## src/rtl/branch_recovery_unit.sv

```systemverilog
// Branch recovery unit: tracks in-flight branches, detects mispredictions at resolve
// and issues a single-cycle flush/redirect followed by a short dispatch stall.
module branch_recovery_unit #(
    parameter int NUM_BR         = 4,
    parameter int ROB_DEPTH      = 16,
    parameter int RECOVER_CYCLES = 2
) (
    input  logic        clk,
    input  logic        reset,
    input  logic        alloc_valid,
    input  logic [4:0]  alloc_rob_index,
    input  logic        alloc_pred_taken,
    input  logic [31:0] alloc_pred_target,
    input  logic [31:0] alloc_fallthrough,
    output logic        br_full,
    input  logic        res_valid,
    input  logic [4:0]  res_rob_index,
    input  logic        res_taken,
    input  logic [31:0] res_target,
    input  logic [4:0]  rob_head,
    output logic        flush,
    output logic [4:0]  flush_tag,
    output logic        redirect_valid,
    output logic [31:0] redirect_pc,
    output logic        stall
);

    localparam int IW = (NUM_BR > 1) ? $clog2(NUM_BR) : 1;
    localparam int CW = (RECOVER_CYCLES > 1) ? $clog2(RECOVER_CYCLES + 1) : 1;

    typedef enum logic [1:0] {IDLE, FLUSH, RECOVER} state_t;

    logic [NUM_BR-1:0] valid_q, valid_d;
    logic [4:0]        tag_q   [NUM_BR];
    logic              ptk_q   [NUM_BR];
    logic [31:0]       ptgt_q  [NUM_BR];
    logic [31:0]       ft_q    [NUM_BR];

    state_t            state_q, state_d;
    logic [CW-1:0]     cnt_q, cnt_d;
    logic              flush_q, flush_d;
    logic [4:0]        flush_tag_q, flush_tag_d;
    logic [31:0]       redirect_pc_q, redirect_pc_d;
    logic              stall_q, stall_d;
    logic              pend_q, pend_d;
    logic [4:0]        pend_tag_q, pend_tag_d;
    logic [31:0]       pend_pc_q, pend_pc_d;

    logic              res_hit, alloc_dup, free_found;
    logic [IW-1:0]     res_idx, free_idx;
    logic              alloc_ok, res_ok, res_mis;
    logic [31:0]       res_pc;
    logic [5:0]        res_age, flush_age, pend_age;

    // Distance from the ROB head; larger means younger.
    function automatic logic [5:0] age_of(input logic [4:0] t, input logic [4:0] h);
        logic [5:0] d;
        d = {1'b0, t} - {1'b0, h};
        if (t < h) d = d + 6'(ROB_DEPTH);
        return d;
    endfunction

    always_comb begin
        res_hit    = 1'b0;
        res_idx    = '0;
        alloc_dup  = 1'b0;
        free_found = 1'b0;
        free_idx   = '0;
        // Descending scan so the lowest free slot wins.
        for (int i = NUM_BR - 1; i >= 0; i--) begin
            if (valid_q[i] && tag_q[i] == res_rob_index) begin
                res_hit = 1'b1;
                res_idx = IW'(i);
            end
            if (valid_q[i] && tag_q[i] == alloc_rob_index) alloc_dup = 1'b1;
            if (!valid_q[i]) begin
                free_found = 1'b1;
                free_idx   = IW'(i);
            end
        end
    end

    assign br_full   = &valid_q;
    assign res_age   = age_of(res_rob_index, rob_head);
    assign flush_age = age_of(flush_tag_q, rob_head);
    assign pend_age  = age_of(pend_tag_q, rob_head);
    assign alloc_ok  = alloc_valid && free_found && !stall_q && !alloc_dup;
    assign res_ok    = res_valid && res_hit
                    && !(alloc_valid && alloc_rob_index == res_rob_index)
                    && (state_q != FLUSH || res_age < flush_age);
    assign res_mis   = (res_taken != ptk_q[res_idx])
                    || (res_taken && res_target != ptgt_q[res_idx]);
    assign res_pc    = res_taken ? res_target : ft_q[res_idx];

    always_comb begin
        valid_d       = valid_q;
        state_d       = state_q;
        cnt_d         = cnt_q;
        flush_d       = 1'b0;
        flush_tag_d   = flush_tag_q;
        redirect_pc_d = redirect_pc_q;
        pend_d        = 1'b0;
        pend_tag_d    = pend_tag_q;
        pend_pc_d     = pend_pc_q;

        if (state_q == FLUSH) begin
            for (int i = 0; i < NUM_BR; i++) begin
                if (valid_q[i] && age_of(tag_q[i], rob_head) >= flush_age) valid_d[i] = 1'b0;
            end
        end
        if (res_ok && !res_mis) valid_d[res_idx] = 1'b0;
        if (alloc_ok) valid_d[free_idx] = 1'b1;

        case (state_q)
            IDLE: begin
                if (res_ok && res_mis) begin
                    state_d       = FLUSH;
                    flush_d       = 1'b1;
                    flush_tag_d   = res_rob_index;
                    redirect_pc_d = res_pc;
                end
            end
            FLUSH: begin
                state_d = RECOVER;
                cnt_d   = CW'(RECOVER_CYCLES - 1);
                // An older mispredict here is held one cycle so flush never pulses back to back.
                if (res_ok && res_mis) begin
                    pend_d     = 1'b1;
                    pend_tag_d = res_rob_index;
                    pend_pc_d  = res_pc;
                end
            end
            RECOVER: begin
                if (res_ok && res_mis && (!pend_q || res_age < pend_age)) begin
                    state_d       = FLUSH;
                    flush_d       = 1'b1;
                    flush_tag_d   = res_rob_index;
                    redirect_pc_d = res_pc;
                end else if (pend_q) begin
                    state_d       = FLUSH;
                    flush_d       = 1'b1;
                    flush_tag_d   = pend_tag_q;
                    redirect_pc_d = pend_pc_q;
                end else if (cnt_q == '0) begin
                    state_d = IDLE;
                end else begin
                    cnt_d = cnt_q - 1'b1;
                end
            end
            default: state_d = IDLE;
        endcase

        stall_d = (state_d != IDLE);
    end

    // NOTE: all state uses non-blocking assignments so every flop samples pre-edge values.
    always_ff @(posedge clk or posedge reset) begin
        if (reset) begin
            valid_q       <= '0;
            state_q       <= IDLE;
            cnt_q         <= '0;
            flush_q       <= 1'b0;
            flush_tag_q   <= '0;
            redirect_pc_q <= '0;
            stall_q       <= 1'b0;
            pend_q        <= 1'b0;
            pend_tag_q    <= '0;
            pend_pc_q     <= '0;
        end else begin
            valid_q       <= valid_d;
            state_q       <= state_d;
            cnt_q         <= cnt_d;
            flush_q       <= flush_d;
            flush_tag_q   <= flush_tag_d;
            redirect_pc_q <= redirect_pc_d;
            stall_q       <= stall_d;
            pend_q        <= pend_d;
            pend_tag_q    <= pend_tag_d;
            pend_pc_q     <= pend_pc_d;
        end
    end

    // NOTE: entry payload is not reset; it is only ever read behind a set valid bit.
    always_ff @(posedge clk) begin
        if (alloc_ok) begin
            tag_q[free_idx]  <= alloc_rob_index;
            ptk_q[free_idx]  <= alloc_pred_taken;
            ptgt_q[free_idx] <= alloc_pred_target;
            ft_q[free_idx]   <= alloc_fallthrough;
        end
    end

    assign flush          = flush_q;
    assign flush_tag      = flush_tag_q;
    assign redirect_valid = flush_q;
    assign redirect_pc    = redirect_pc_q;
    assign stall          = stall_q;

endmodule
```

## config.mk

```make
export PLATFORM = sky130hd
export DESIGN_NAME = branch_recovery_unit
export DESIGN_NICKNAME = d
export VERILOG_FILES = /design/src/rtl/branch_recovery_unit.sv
export SDC_FILE = /design/constraint.sdc
export NUM_CORES = 1
export LEC_CHECK = 0
export BUFFER_PORTS_ARGS = -buffer_cell sky130_fd_sc_hd__buf_2
export CORE_UTILIZATION = 55
export CTS_BUF_LIST = sky130_fd_sc_hd__clkbuf_16
export CTS_CLUSTER_SIZE = 25
export DETAILED_ROUTE_END_ITERATION = 8
export PLACE_DENSITY_LB_ADDON = 0.25
export SLEW_MARGIN = 0
export SYNTH_ARGS = -nofsm -noshare
export SYNTH_HDL_FRONTEND = slang
export SYNTH_SLANG_ARGS = --single-unit
```

## constraint.sdc

```tcl
create_clock -name clk -period 9.85 [get_ports clk]
set_clock_uncertainty 0.05 [all_clocks]
set_input_delay 0 -clock clk [delete_from_list [all_inputs] [get_ports clk]]
set_output_delay 0 -clock clk [all_outputs]
set_load 0.02 [all_outputs]
```

==> reports/qor.csv <==
stage,metric,value,unit
status,status,"finished, final reports clean",
global_routing,track_usage,0.288,
global_routing,antenna_found_initial,1,
cts,clockRootBuffer,clkbuf_16,
synthesis,syn_inst,1334,
floorplanning,die_y,183,um
final_layout,final_util,0.668,
timing,rsz0062_at_grt,no,
timing,tightest_slew,1.21,ns
cts,h-tree-depth,2,
worst_hold_path,holdCritStartpoint,alloc_valid,
synthesis,synth_seq_cells,365,
detailed_routing,drt_iter0_markers,1085,
worst_hold_path,holdPathStages,3,
timing,setup_tns,0,ns
worst_hold_path,min_delay_worst_endpoint,tag_q[0][2],
synthesis,yosys-top-cells-area,"edfxtp_1, dfrtp_1, mux2_2",
global_routing,grt_max_degree,86,
timing,fmax,176,MHz
pwr,power.density,238,nW/um^2
placed_design,dp.cells,1873,
timing,hold_viol,0,
pwr,leakage,0.00847,uW
synthesis,syn_avg_cell_area,13.5,sq um
synthesis,synth_fp_nets,1528,
cts,clockBufferDepth,3,
cts,cts_resized,0,
global_routing,grt_pass1_vias,12500,
detailed_routing,ant_nets,0,
placed_design,gp_congestion,0.922,
synthesis,synth_ff_type,edfxtp_1,
cts,clkTransAtPathRegs,0.06,ns
detailed_routing,drc,0,
detailed_routing,wl_per_cell,23.4,um
global_routing,overflow,0,
synthesis,ys_types,80,
global_routing,grt_pass1_wl,73.0,mm
detailed_routing,viasPerCell,6.13,
final_layout,synthToLayoutAreaGrowth,18.1,%
cts,cts_tree,yes,
floorplanning,fp.dieW,183,um
timing,min_period,5.69,ns
final_layout,nets,1766,
pwr,ir_drop,184,uV
timing,setup_violations,0,
detailed_routing,vias,12500,
floorplanning,pin_count,158,
placed_design,port_buffers,157,
setup_path,critPathRequiredTime,10.20,ns
floorplanning,rows,65,
synthesis,synth_edf_count,280,
final_layout,num-fill-cells,2338,
job,drv_cap,0,
final_layout,multi_input_area,6960,sq um
synthesis,async_flop_share,0.233,
synthesis,synth_area,18000,sq um
synthesis,synth_top_area_frac,0.466,
synthesis,synth_largest_area_cell,edfxtp_1,
timing,max-slew-margin-rel,0.191,
setup_path,critPathArrivalTime,6.04,ns
detailed_routing,wl,47.6,mm
setup_path,crit_type,reg -> reg,
cts,clk_latency,0.53,ns
setup_path,worstSetupStartpointType,flip-flop,
timing,finalCritPeriodShare,0.578,
worst_hold_path,hold_path.class,in -> reg,
setup_path,rrSetupSlack,4.16,ns
placed_design,dpl.hpwl,30.7,mm
synthesis,yosys_warnings,0,
detailed_routing,drt_pass1_iterations,6,
floorplanning,coreArea,31900,sq um
cts,cts_num_sinks,365,
setup_path,end_kind,flip-flop,
setup_path,rr_worst_depth,13,
synthesis,ys_seq_area_frac,0.584,
final_layout,ff_latch_area,10500,sq um
floorplanning,die-area,33500,sq um
final_layout,drive_above_1_share,0.207,
final_layout,instances_no_fill,2039,
floorplanning,initial_core_util,0.566,
setup_path,r2r-end,redirect_pc[30],
timing,slew_viol_final,0,
setup_path,worstPathMaxFanout,37,
setup_path,timing.rr.start,tag_q[2][1],
cts,cts-buffers-inserted,39,
-- cells in the mapped netlist, types with 6 or more instances --
cell and number:
a2111oi_0 12, a211o_1 8, a211oi_1 12, a21o_1 19, a21oi_1 46, a221oi_1 19
a22oi_1 38, a31oi_1 6, and2_1 6, and3_1 6, buf_2 18, buf_4 10
buf_6 6, clkbuf_1 36, dfrtp_1 85, edfxtp_1 280, fa_1 7, ha_1 70
inv_1 63, mux2_1 47, mux2_2 80, mux2i_1 39, nand2_1 21, nand2b_1 19
nand3_1 31, nand4_1 10, nor2_1 38, nor2b_1 13, nor3_1 14, o2111ai_1 17
o21ai_0 75, o221ai_1 7, o2bb2ai_1 13, xnor2_1 48, xor2_1 33
-- repair_timing --
action / in CTS / in global routing
setup buffers: 0 / 0
hold endpoints to repair: 388 / 0
setup endpoints to repair: 0 / 0
hold buffers: 93 / 0
-- how the worst max path moves through the flow --
stage,start,endpoint,slack (ns),cells after the start
finish,tag_q[2][1],redirect_pc[30],4.16,13
CTS,tag_q[2][0],redirect_pc[30],4.33,13
detailed placement,tag_q[2][1],redirect_pc[30],4.36,13
floorplan,tag_q[3][1],ft_q[2][0],2.17,6
global placement,tag_q[2][0],flush_tag[2],4.44,13
global route,tag_q[2][3],redirect_pc[30],4.06,13
-- state kept, by name, indices dropped and copies added, names as in the netlist, 4 cells and up --
name / count
ft_q: 128
ptgt_q: 128
pend_pc_q: 32
redirect_pc: 32
tag_q: 20
flush_tag: 5
pend_tag_q: 5
ptk_q: 4
valid_q: 4
-- cell usage in the layout (no fill, tap or decap), types with 47 or more instances in the layout --
| master | count |
|---|---|
| dfrtp_1 | 85 |
| mux2_2 | 80 |
| xnor2_1 | 48 |
| o21ai_0 | 75 |
| mux2_1 | 47 |
| ha_1 | 70 |
| dlygate4sd3_1 | 93 |
| inv_1 | 75 |
| edfxtp_1 | 280 |
| buf_2 | 157 |
-- through the flow --
step / area, sq um / total power, uW / hold slack [ns] / setup WS [ns]
2_1_floorplan: 18000 / 3210 / 0.0489 / 2.17
3_3_place_gp: 19200 / 3660 / 0.160 / 4.44
3_5_place_dp: 19200 / 3710 / 0.165 / 4.36
4_1_cts: 21300 / 5070 / 0.00764 / 4.33
5_1_grt: 21300 / 5320 / 0.0260 / 4.06
6_report: 21300 / 5070 / 0.0229 / 4.16
-- logic make-up (layout without fill, tap and decap cells) --
group,after synthesis,in the layout,synth area share
xor gates and xnor gates,81,81,0.0394
muxes,166,166,0.101
DFF,365,365,0.584
adders and majority gates,77,77,0.0564
AOI/OAI and AO/OA,326,326,0.130
buffers and inverters,135,403,0.0339
other,0,2,0
and+or+nand+nor,184,184,0.0550
-- final cells by class --
type | instances | share of cell area
Antenna cell | 2 | 0.000235
Clock buffer | 39 | 0.0458
Clock inverter | 32 | 0.00834
Inverter | 63 | 0.0112
Multi-Input combinational cell | 834 | 0.327
Sequential cell | 365 | 0.495
Tap cell | 435 | 0.0256
Timing Repair Buffer | 269 | 0.0873
-- power breakdown --
part           internal [uW]  switching [uW]  leakage [uW]
sequential              2020             163       0.00364
clock                    748             591      0.000614
combinational            598             953       0.00422
total                   3370            1710       0.00847
-- worst max-delay path: stages, from the launching register on --
cell and delay [ns]:
edfxtp_1 0.46, xnor2_1 0.17, nand2_1 0.69, o22ai_1 0.31, o21ai_2 1.01, a2111oi_0 0.27
a2111oi_0 0.58, nand4_1 0.20, nor4_2 0.33, a21boi_2 0.15, a31oi_4 0.17, buf_4 0.47
mux2_2 0.40, mux2_2 0.27
-- metal layers --
layer / track usage / vias to the layer above / part of all wire
met5: 0 / - / 0.00027
met4: 0.0977 / 2 / 0.028
met3: 0.0439 / 110 / 0.078
met2: 0.460 / 599 / 0.47
met1: 0.404 / 6167 / 0.43
li1: - / 5626 / -
Note: power is estimated with default switching activity, not from simulation.
